==> src/rtl/prvp_spi_slave_cmd_fsm_if.sv <==
// Pad and register-file signal bundle for the SPI slave command front-end.
// The slave modport is the front-end's view; master is the pads/register-file side.
interface prvp_spi_slave_cmd_fsm_if #(
    parameter int REG_SIZE = 8
);
    logic                cs_n;
    logic [3:0]          sdi;
    logic                en_qpi;
    logic [7:0]          dummy_cycles;
    logic [REG_SIZE-1:0] rd_data;
    logic [REG_SIZE-1:0] wr_data;
    logic [1:0]          wr_addr;
    logic                wr_data_valid;
    logic [1:0]          rd_addr;
    logic [3:0]          sdo;
    logic                sdo_oe;
    logic [7:0]          err_cnt;

    modport slave (
        input  cs_n, sdi, en_qpi, dummy_cycles, rd_data,
        output wr_data, wr_addr, wr_data_valid, rd_addr, sdo, sdo_oe, err_cnt
    );

    modport master (
        output cs_n, sdi, en_qpi, dummy_cycles, rd_data,
        input  wr_data, wr_addr, wr_data_valid, rd_addr, sdo, sdo_oe, err_cnt
    );
endinterface

==> src/rtl/prvp_spi_slave_cmd_fsm.sv <==
// SPI/QPI slave command front-end: decodes register write/read commands on sclk.
// Optional invalid-opcode counter enabled by defining PRVP_SPI_SLAVE_CMD_ERR_CNT_EN.
module prvp_spi_slave_cmd_fsm #(
    parameter int REG_SIZE = 8
) (
    input  logic                    sclk,
    input  logic                    rst,
    prvp_spi_slave_cmd_fsm_if.slave bus
);

    typedef enum logic [2:0] {IDLE, CMD, WDATA, DUMMY, LOAD, RDATA, IGNORE} state_e;

    localparam logic [3:0] OP_WRITE = 4'h1;
    localparam logic [3:0] OP_READ  = 4'h2;

    state_e              state_q, state_d;
    logic                mode_q, mode_d;
    logic [2:0]          bit_cnt_q, bit_cnt_d;
    logic [6:0]          shift_in_q, shift_in_d;
    logic [REG_SIZE-1:0] shift_out_q, shift_out_d;
    logic [7:0]          dummy_q, dummy_d;
    logic [REG_SIZE-1:0] wr_data_q, wr_data_d;
    logic [1:0]          wr_addr_q, wr_addr_d;
    logic                wr_valid_q, wr_valid_d;
    logic [1:0]          rd_addr_q, rd_addr_d;

    logic                qpi;
    logic [7:0]          byte_in;
    logic                byte_done;
    logic [3:0]          opcode;

    // The mode flag is not latched until the first IDLE sample, so that cycle follows en_qpi directly.
    assign qpi       = (state_q == IDLE) ? bus.en_qpi : mode_q;
    assign byte_in   = qpi ? {shift_in_q[3:0], bus.sdi} : {shift_in_q, bus.sdi[0]};
    assign byte_done = (bit_cnt_q == (qpi ? 3'd1 : 3'd7));
    assign opcode    = byte_in[7:4];

    // NOTE: sequential state uses non-blocking assignments so every register samples pre-edge values.
    always_ff @(posedge sclk) begin
        if (rst) begin
            state_q     <= IDLE;
            mode_q      <= 1'b0;
            bit_cnt_q   <= '0;
            shift_in_q  <= '0;
            shift_out_q <= '0;
            dummy_q     <= '0;
            wr_data_q   <= '0;
            wr_addr_q   <= '0;
            wr_valid_q  <= 1'b0;
            rd_addr_q   <= '0;
        end else begin
            state_q     <= state_d;
            mode_q      <= mode_d;
            bit_cnt_q   <= bit_cnt_d;
            shift_in_q  <= shift_in_d;
            shift_out_q <= shift_out_d;
            dummy_q     <= dummy_d;
            wr_data_q   <= wr_data_d;
            wr_addr_q   <= wr_addr_d;
            wr_valid_q  <= wr_valid_d;
            rd_addr_q   <= rd_addr_d;
        end
    end

    always_comb begin
        state_d = state_q;
        if (bus.cs_n) begin
            state_d = IDLE;
        end else begin
            case (state_q)
                IDLE:  state_d = CMD;
                CMD: begin
                    if (byte_done) begin
                        case (opcode)
                            OP_WRITE: state_d = WDATA;
                            OP_READ:  state_d = (bus.dummy_cycles == 8'd0) ? LOAD : DUMMY;
                            default:  state_d = IGNORE;
                        endcase
                    end
                end
                WDATA:  if (byte_done) state_d = IGNORE;
                DUMMY:  if (dummy_q == 8'd1) state_d = LOAD;
                LOAD:   state_d = RDATA;
                RDATA:  if (byte_done) state_d = IGNORE;
                IGNORE: state_d = IGNORE;
                default: state_d = IDLE;
            endcase
        end
    end

    // NOTE: every signal assigned here gets a default first, so no path can infer a latch.
    always_comb begin
        mode_d      = mode_q;
        bit_cnt_d   = bit_cnt_q;
        shift_in_d  = shift_in_q;
        shift_out_d = shift_out_q;
        dummy_d     = dummy_q;
        wr_data_d   = wr_data_q;
        wr_addr_d   = wr_addr_q;
        wr_valid_d  = 1'b0;
        rd_addr_d   = rd_addr_q;
        if (bus.cs_n) begin
            bit_cnt_d = '0;
            dummy_d   = '0;
        end else begin
            case (state_q)
                IDLE: begin
                    mode_d     = bus.en_qpi;
                    shift_in_d = byte_in[6:0];
                    bit_cnt_d  = 3'd1;
                end
                CMD, WDATA: begin
                    shift_in_d = byte_in[6:0];
                    bit_cnt_d  = byte_done ? 3'd0 : bit_cnt_q + 3'd1;
                    if (byte_done && state_q == WDATA) begin
                        wr_data_d  = byte_in;
                        wr_valid_d = 1'b1;
                    end else if (byte_done && opcode == OP_WRITE) begin
                        wr_addr_d = byte_in[1:0];
                    end else if (byte_done && opcode == OP_READ) begin
                        rd_addr_d = byte_in[1:0];
                        dummy_d   = bus.dummy_cycles;
                    end
                end
                DUMMY: dummy_d = dummy_q - 8'd1;
                LOAD: begin
                    shift_out_d = bus.rd_data;
                    bit_cnt_d   = '0;
                end
                RDATA: begin
                    shift_out_d = qpi ? {shift_out_q[REG_SIZE-5:0], 4'b0000}
                                      : {shift_out_q[REG_SIZE-2:0], 1'b0};
                    bit_cnt_d   = byte_done ? 3'd0 : bit_cnt_q + 3'd1;
                end
                default: ;
            endcase
        end
    end

    always_comb begin
        bus.sdo_oe = 1'b0;
        bus.sdo    = 4'b0000;
        if (state_q == RDATA && !bus.cs_n) begin
            bus.sdo_oe = 1'b1;
            bus.sdo    = qpi ? shift_out_q[REG_SIZE-1 -: 4] : {3'b000, shift_out_q[REG_SIZE-1]};
        end
    end

    assign bus.wr_data       = wr_data_q;
    assign bus.wr_addr       = wr_addr_q;
    assign bus.wr_data_valid = wr_valid_q;
    assign bus.rd_addr       = rd_addr_q;

`ifdef PRVP_SPI_SLAVE_CMD_ERR_CNT_EN
    logic [7:0] err_cnt_q;
    logic       err_inc;

    assign err_inc = !bus.cs_n && state_q == CMD && byte_done
                     && opcode != OP_WRITE && opcode != OP_READ;

    always_ff @(posedge sclk) begin
        if (rst) begin
            err_cnt_q <= '0;
        end else if (err_inc && err_cnt_q != 8'hFF) begin
            err_cnt_q <= err_cnt_q + 8'd1;
        end
    end

    assign bus.err_cnt = err_cnt_q;
`else
    assign bus.err_cnt = 8'd0;
`endif

endmodule

==> src/flat_wrapper.sv <==
// flat-port wrapper written by rule: the top's interface ports become plain ports
module prvp_spi_slave_cmd_fsm_flat 
#(
    parameter int REG_SIZE = 8
)
  (sclk, rst, bus_cs_n, bus_sdi, bus_en_qpi, bus_dummy_cycles, bus_rd_data, bus_wr_data, bus_wr_addr, bus_wr_data_valid, bus_rd_addr, bus_sdo, bus_sdo_oe, bus_err_cnt);
  prvp_spi_slave_cmd_fsm_if #(.REG_SIZE(REG_SIZE)) bus_i ();
  input  logic sclk;
  input  logic rst;
  input wire logic [$bits(bus_i.cs_n)-1:0] bus_cs_n;
  input wire logic [$bits(bus_i.sdi)-1:0] bus_sdi;
  input wire logic [$bits(bus_i.en_qpi)-1:0] bus_en_qpi;
  input wire logic [$bits(bus_i.dummy_cycles)-1:0] bus_dummy_cycles;
  input wire logic [$bits(bus_i.rd_data)-1:0] bus_rd_data;
  output wire logic [$bits(bus_i.wr_data)-1:0] bus_wr_data;
  output wire logic [$bits(bus_i.wr_addr)-1:0] bus_wr_addr;
  output wire logic [$bits(bus_i.wr_data_valid)-1:0] bus_wr_data_valid;
  output wire logic [$bits(bus_i.rd_addr)-1:0] bus_rd_addr;
  output wire logic [$bits(bus_i.sdo)-1:0] bus_sdo;
  output wire logic [$bits(bus_i.sdo_oe)-1:0] bus_sdo_oe;
  output wire logic [$bits(bus_i.err_cnt)-1:0] bus_err_cnt;
  assign bus_i.cs_n = bus_cs_n;
  assign bus_i.sdi = bus_sdi;
  assign bus_i.en_qpi = bus_en_qpi;
  assign bus_i.dummy_cycles = bus_dummy_cycles;
  assign bus_i.rd_data = bus_rd_data;
  assign bus_wr_data = bus_i.wr_data;
  assign bus_wr_addr = bus_i.wr_addr;
  assign bus_wr_data_valid = bus_i.wr_data_valid;
  assign bus_rd_addr = bus_i.rd_addr;
  assign bus_sdo = bus_i.sdo;
  assign bus_sdo_oe = bus_i.sdo_oe;
  assign bus_err_cnt = bus_i.err_cnt;
  prvp_spi_slave_cmd_fsm #(.REG_SIZE(REG_SIZE)) u_core (.sclk(sclk), .rst(rst), .bus(bus_i));
endmodule
==> config.mk <==
export PLATFORM = sky130hd
export DESIGN_NAME = prvp_spi_slave_cmd_fsm_flat
export DESIGN_NICKNAME = d
export VERILOG_FILES = /design/src/rtl/prvp_spi_slave_cmd_fsm_if.sv /design/src/rtl/prvp_spi_slave_cmd_fsm.sv /design/src/flat_wrapper.sv
export SDC_FILE = /design/constraint.sdc
export NUM_CORES = 1
export LEC_CHECK = 0
export ABC_AREA = 1
export ABC_CLOCK_PERIOD_IN_PS = 2390
export CAP_MARGIN = 20
export CELL_PAD_IN_SITES_DETAIL_PLACEMENT = 0
export CELL_PAD_IN_SITES_GLOBAL_PLACEMENT = 2
export CORE_ASPECT_RATIO = 0.8
export CORE_MARGIN = 2
export CORE_UTILIZATION = 28
export DETAILED_ROUTE_END_ITERATION = 16
export PLACE_DENSITY = 0.78
export SYNTH_ARGS = -nofsm -noshare
export SYNTH_HDL_FRONTEND = slang
export SYNTH_SLANG_ARGS = --single-unit
==> constraint.sdc <==
create_clock -name sclk -period 2.39 [get_ports sclk]
set_input_delay 0.717 -clock sclk [delete_from_list [all_inputs] [get_ports sclk]]
set_output_delay 0.717 -clock sclk [all_outputs]
set_load 0.02 [all_outputs]
==> summary by stage <==
Critical path
The worst endpoint data arrival time is 1.59 ns. The launch point of the worst path is bus_en_qpi. The worst setup path is launched from a primary input.

Of all nets on the critical path, the largest fanout is 5. For flop-to-flop paths, the worst setup slack is around 0.26 ns. The required time at the endpoint of the critical path is 1.67 ns. The type of destination of the critical path is a primary output.

The endpoint identified for the worst register-to-register timing path is u_core.bus.wr_data[4]. The depth of the most critical reg-to-reg path is 14. The classification of the worst setup path is primary input to primary output. The worst register-to-register path begins at u_core.state_q[0].

The capture point of the critical path is bus_sdo[0].

Floorplanning
The core region is roughly 9000 um^2. The y dimension of the die is 89.96 um. The number of primary I/O pins is 50. From left edge to right edge, the die measures about 110 um. The initial utilization of the core area, before any placement, comes to 0.2874. The floorplan step defined a die boundary enclosing 10030 um^2. The number of core rows is 31.

Timing
After layout, the minimum clock period comes to ~2.3 ns. The count of endpoints failing hold in the final timing report is 0. The number of slew-limit violations in the final report is 0. Dividing the final minimum period by the clock period gives 0.9648. The worst setup skew after layout is about 0.0057 ns.

In the final timing run, aggregate negative setup slack is 0 ns. The worst hold slack is 0.4806 ns. The number of failing setup endpoints in the final timing report is 0. Setup repair after global routing left no endpoint under its margin.

Across all setup checks in the final design, the least slack found is 0.08416 ns. The highest clock rate is 433.7 MHz.

CTS
The clock drives 43 sinks. TritonCTS created 5 clock buffers. The insertion delay of the later-clocked pin in the worst-skew pair is 0.28 ns.

TritonCTS built the clock tree. The CTS clock-pin slew for the worst setup and hold paths is 0.06 ns. The H-tree was split into 2 levels.

The library cell used as clock root buffer is clkbuf_16. The number of hold buffers added after cts is 0. The longest clock path from root to sink contains 2 buffers.

Routing
Dividing the detail-routed wire length by the instance count gives roughly 12 um. The number of vias per cell after detailed routing is between 4 and 5. The count of unresolved DRC violations after routing is 0. The violation count after the first detailed-routing iteration is 90. Wires add up to slightly below 7 mm. The number of optimization iterations in the first detailed-route pass is 5. The via total after detailed routing is 2626. The detail route stage leaves a number of antenna-violating nets equal to 0.

Global routing
The maximum number of pins on one net before global-route repair is 17. The total global routing overflow is 0. The wire length of the first global-routing pass is approximately 12 mm. The initial antenna violation count is 0.

The via count of the first global-routing pass is 2567. In the global route stage, overall resource usage came out at 0.1439.

Cells and area
In the final layout, the share of cells above drive strength 1 is 0.2013. In the layout the commonest cells are nand2_1, inv_1, buf_4, nor2_1, dfxtp_1. The most common library cell in the layout ignoring fill and taps is nand2_1. The area growth from synthesis to final layout is 36.72%. The number of inserted filler cells in the final layout is ~1k.

The net count of the finished layout is 493. The number of antenna diodes in the final layout is 0. The summed area of non-filler cells in the final layout is between 3000 and 4000 um^2.

Placement
After detailed placement, the total cell area comes to 3396 um^2. The number of port buffers is between 40 and 50. The half-perimeter wire length after detailed placement is around 5.3 mm. The worst setup timing slack at the placement stage is -0.6610 ns.

The final weighted congestion in routability-driven placement is 0.7975.

Yosys
By area the synthesized netlist is led by dfxtp_1, nand2_1, inv_1. The share of synthesized cell area in full adder, half adder and majority cells is 0.01451. The instance count of the mapped netlist is approximately 390. The cell type with the largest total area after synthesis is dfxtp_1. The multiplexer fraction of the synthesized cell area is 0. The count of synthesis-stage warnings from yosys is 0. The summed instance area of the synthesized netlist is about 2600 um^2.

The dominant combinational cell family by area after synthesis is simple AND/OR/NAND/NOR gates. The area fraction in and, or, nand and nor cells after synthesis is 0.3212. The number of synthesized register bits is between 40 and 50. For this run, the register share of the synthesized area comes to 0.3328.

The netlist uses 34 different library cells. The share of Yosys cell area claimed by the top area cell type is 0.3328. The synthesized area per cell is ~6.7 um^2. Of the total synthesized cell area, the portion taken by XOR and XNOR cells is 0.01355.

The share of the synthesized area in compound gates (AO/OA/AOI/OAI) is 0.1814.

Job
The tool flagged a number of max-cap violations equal to 0.

Power
The maximum vdd drop is approximately 0.27 mV. For this design the ratio of total power to cell area is between 500 and 600 nW/um^2. The analysis attributes to cell leakage a power of ~1.6 nW.

Outcome
The run finished with clean final reports.

Min path
The class of the most critical hold timing path is flip-flop to flip-flop.
==> area by class of cell <==
type | count | area [um^2] | area share
repair buffers | 84 | 728.2 | 0.2059
flip-flops and latches | 43 | 862.1 | 0.2438
clock buffers | 7 | 132.6 | 0.03751
well taps | 115 | 143.9 | 0.04069
clock inverters | 1 | 5.005 | 0.001415
inverters | 60 | 225.2 | 0.06369
multi-input cells | 272 | 1439 | 0.4069
==> state kept, by name (all words and copies together) (netlist names), 2 cells and up <==
register and flops:
u_core.dummy_q 8, u_core.bus.wr_data 8, u_core.bus.wr_addr 2, u_core.shift_out_q 8, u_core.bus.rd_addr 2, u_core.bit_cnt_q 3
u_core.shift_in_q 7, u_core.state_q 3
==> worst min path at each step <==
stage | start | end | slack [ns] | depth (start not counted)
finish | u_core.bus.wr_data[3] | u_core.bus.wr_data[3] | 0.48 | 2
global route | u_core.bus.wr_data[3] | u_core.bus.wr_data[3] | 0.50 | 2
CTS | u_core.bus.wr_data[3] | u_core.bus.wr_data[3] | 0.49 | 2
detailed placement | u_core.bus.wr_data[3] | u_core.bus.wr_data[3] | 0.47 | 2
global placement | u_core.shift_out_q[0] | u_core.shift_out_q[0] | 0.47 | 2
floorplan | u_core.shift_in_q[0] | u_core.shift_in_q[0] | 0.45 | 2
==> cell families after synthesis <==
family,after synthesis
buffers and inverters,78
other,1
AOI/OAI and AO/OA,84
adders and majority gates,3
DFF,43
and+or+nand+nor,173
xor gates and xnor gates,4
==> per-layer routing <==
metal | GRT usage | part of all wire
met1 | 0.2139 | 0.55
met5 | 0 | 0
met3 | 0.02832 | 0.036
met4 | 0.03395 | 0.0077
met2 | 0.2134 | 0.41
==> worst max-delay path, stage by stage <==
cell           delay [ns]
dlygate4sd2_1        0.25
inv_1                0.07
nand3_2              0.11
nand2_4              0.13
o21ai_2              0.07
a21oi_2              0.10
buf_4                0.15
==> cells in the mapped netlist <==
cell type	n
nand3b_1	1
inv_1	54
nand3_2	2
ha_1	3
conb_1	1
clkbuf_1	7
nand3_4	1
buf_8	1
nor2_1	44
nand2_2	6
o211ai_1	4
nand3_1	27
nor2_2	5
o21bai_1	1
buf_4	8
nand2_1	71
nor4_1	1
buf_6	2
a21oi_1	40
xor2_1	3
a221oi_1	5
dfxtp_1	43
nand2_4	4
o21ai_1	5
a21oi_4	1
a31oi_1	3
o21ai_0	24
nor2_4	4
inv_2	6
nor3_1	3
xnor2_1	1
o31ai_1	1
or2_2	3
nor2_8	1
==> report_power, final <==
part	switching [mW]	internal [mW]	leakage [nW]
logic	0.261	0.199	1.19
registers	0.0153	0.741	0.349
clock network	0.273	0.386	0.0679
==> through the flow <==
stage	util	std cells	total power, mW
6_report	0.3929	582	1.877
5_1_grt	0.3929	582	1.996
4_1_cts	0.3914	581	1.895
3_5_place_dp	0.3774	573	1.227
3_3_place_gp	0.3774	573	1.228
2_1_floorplan	-	393	1.038
==> repair_timing <==
item                                    in CTS  in global routing
cloned                                       0                  0
buffers inserted                             0                  1
endpoints found under the setup margin      20                  5
pin swaps                                    0                  1
gates resized for setup                     24                  7
Power figures use the tool's default switching activity.
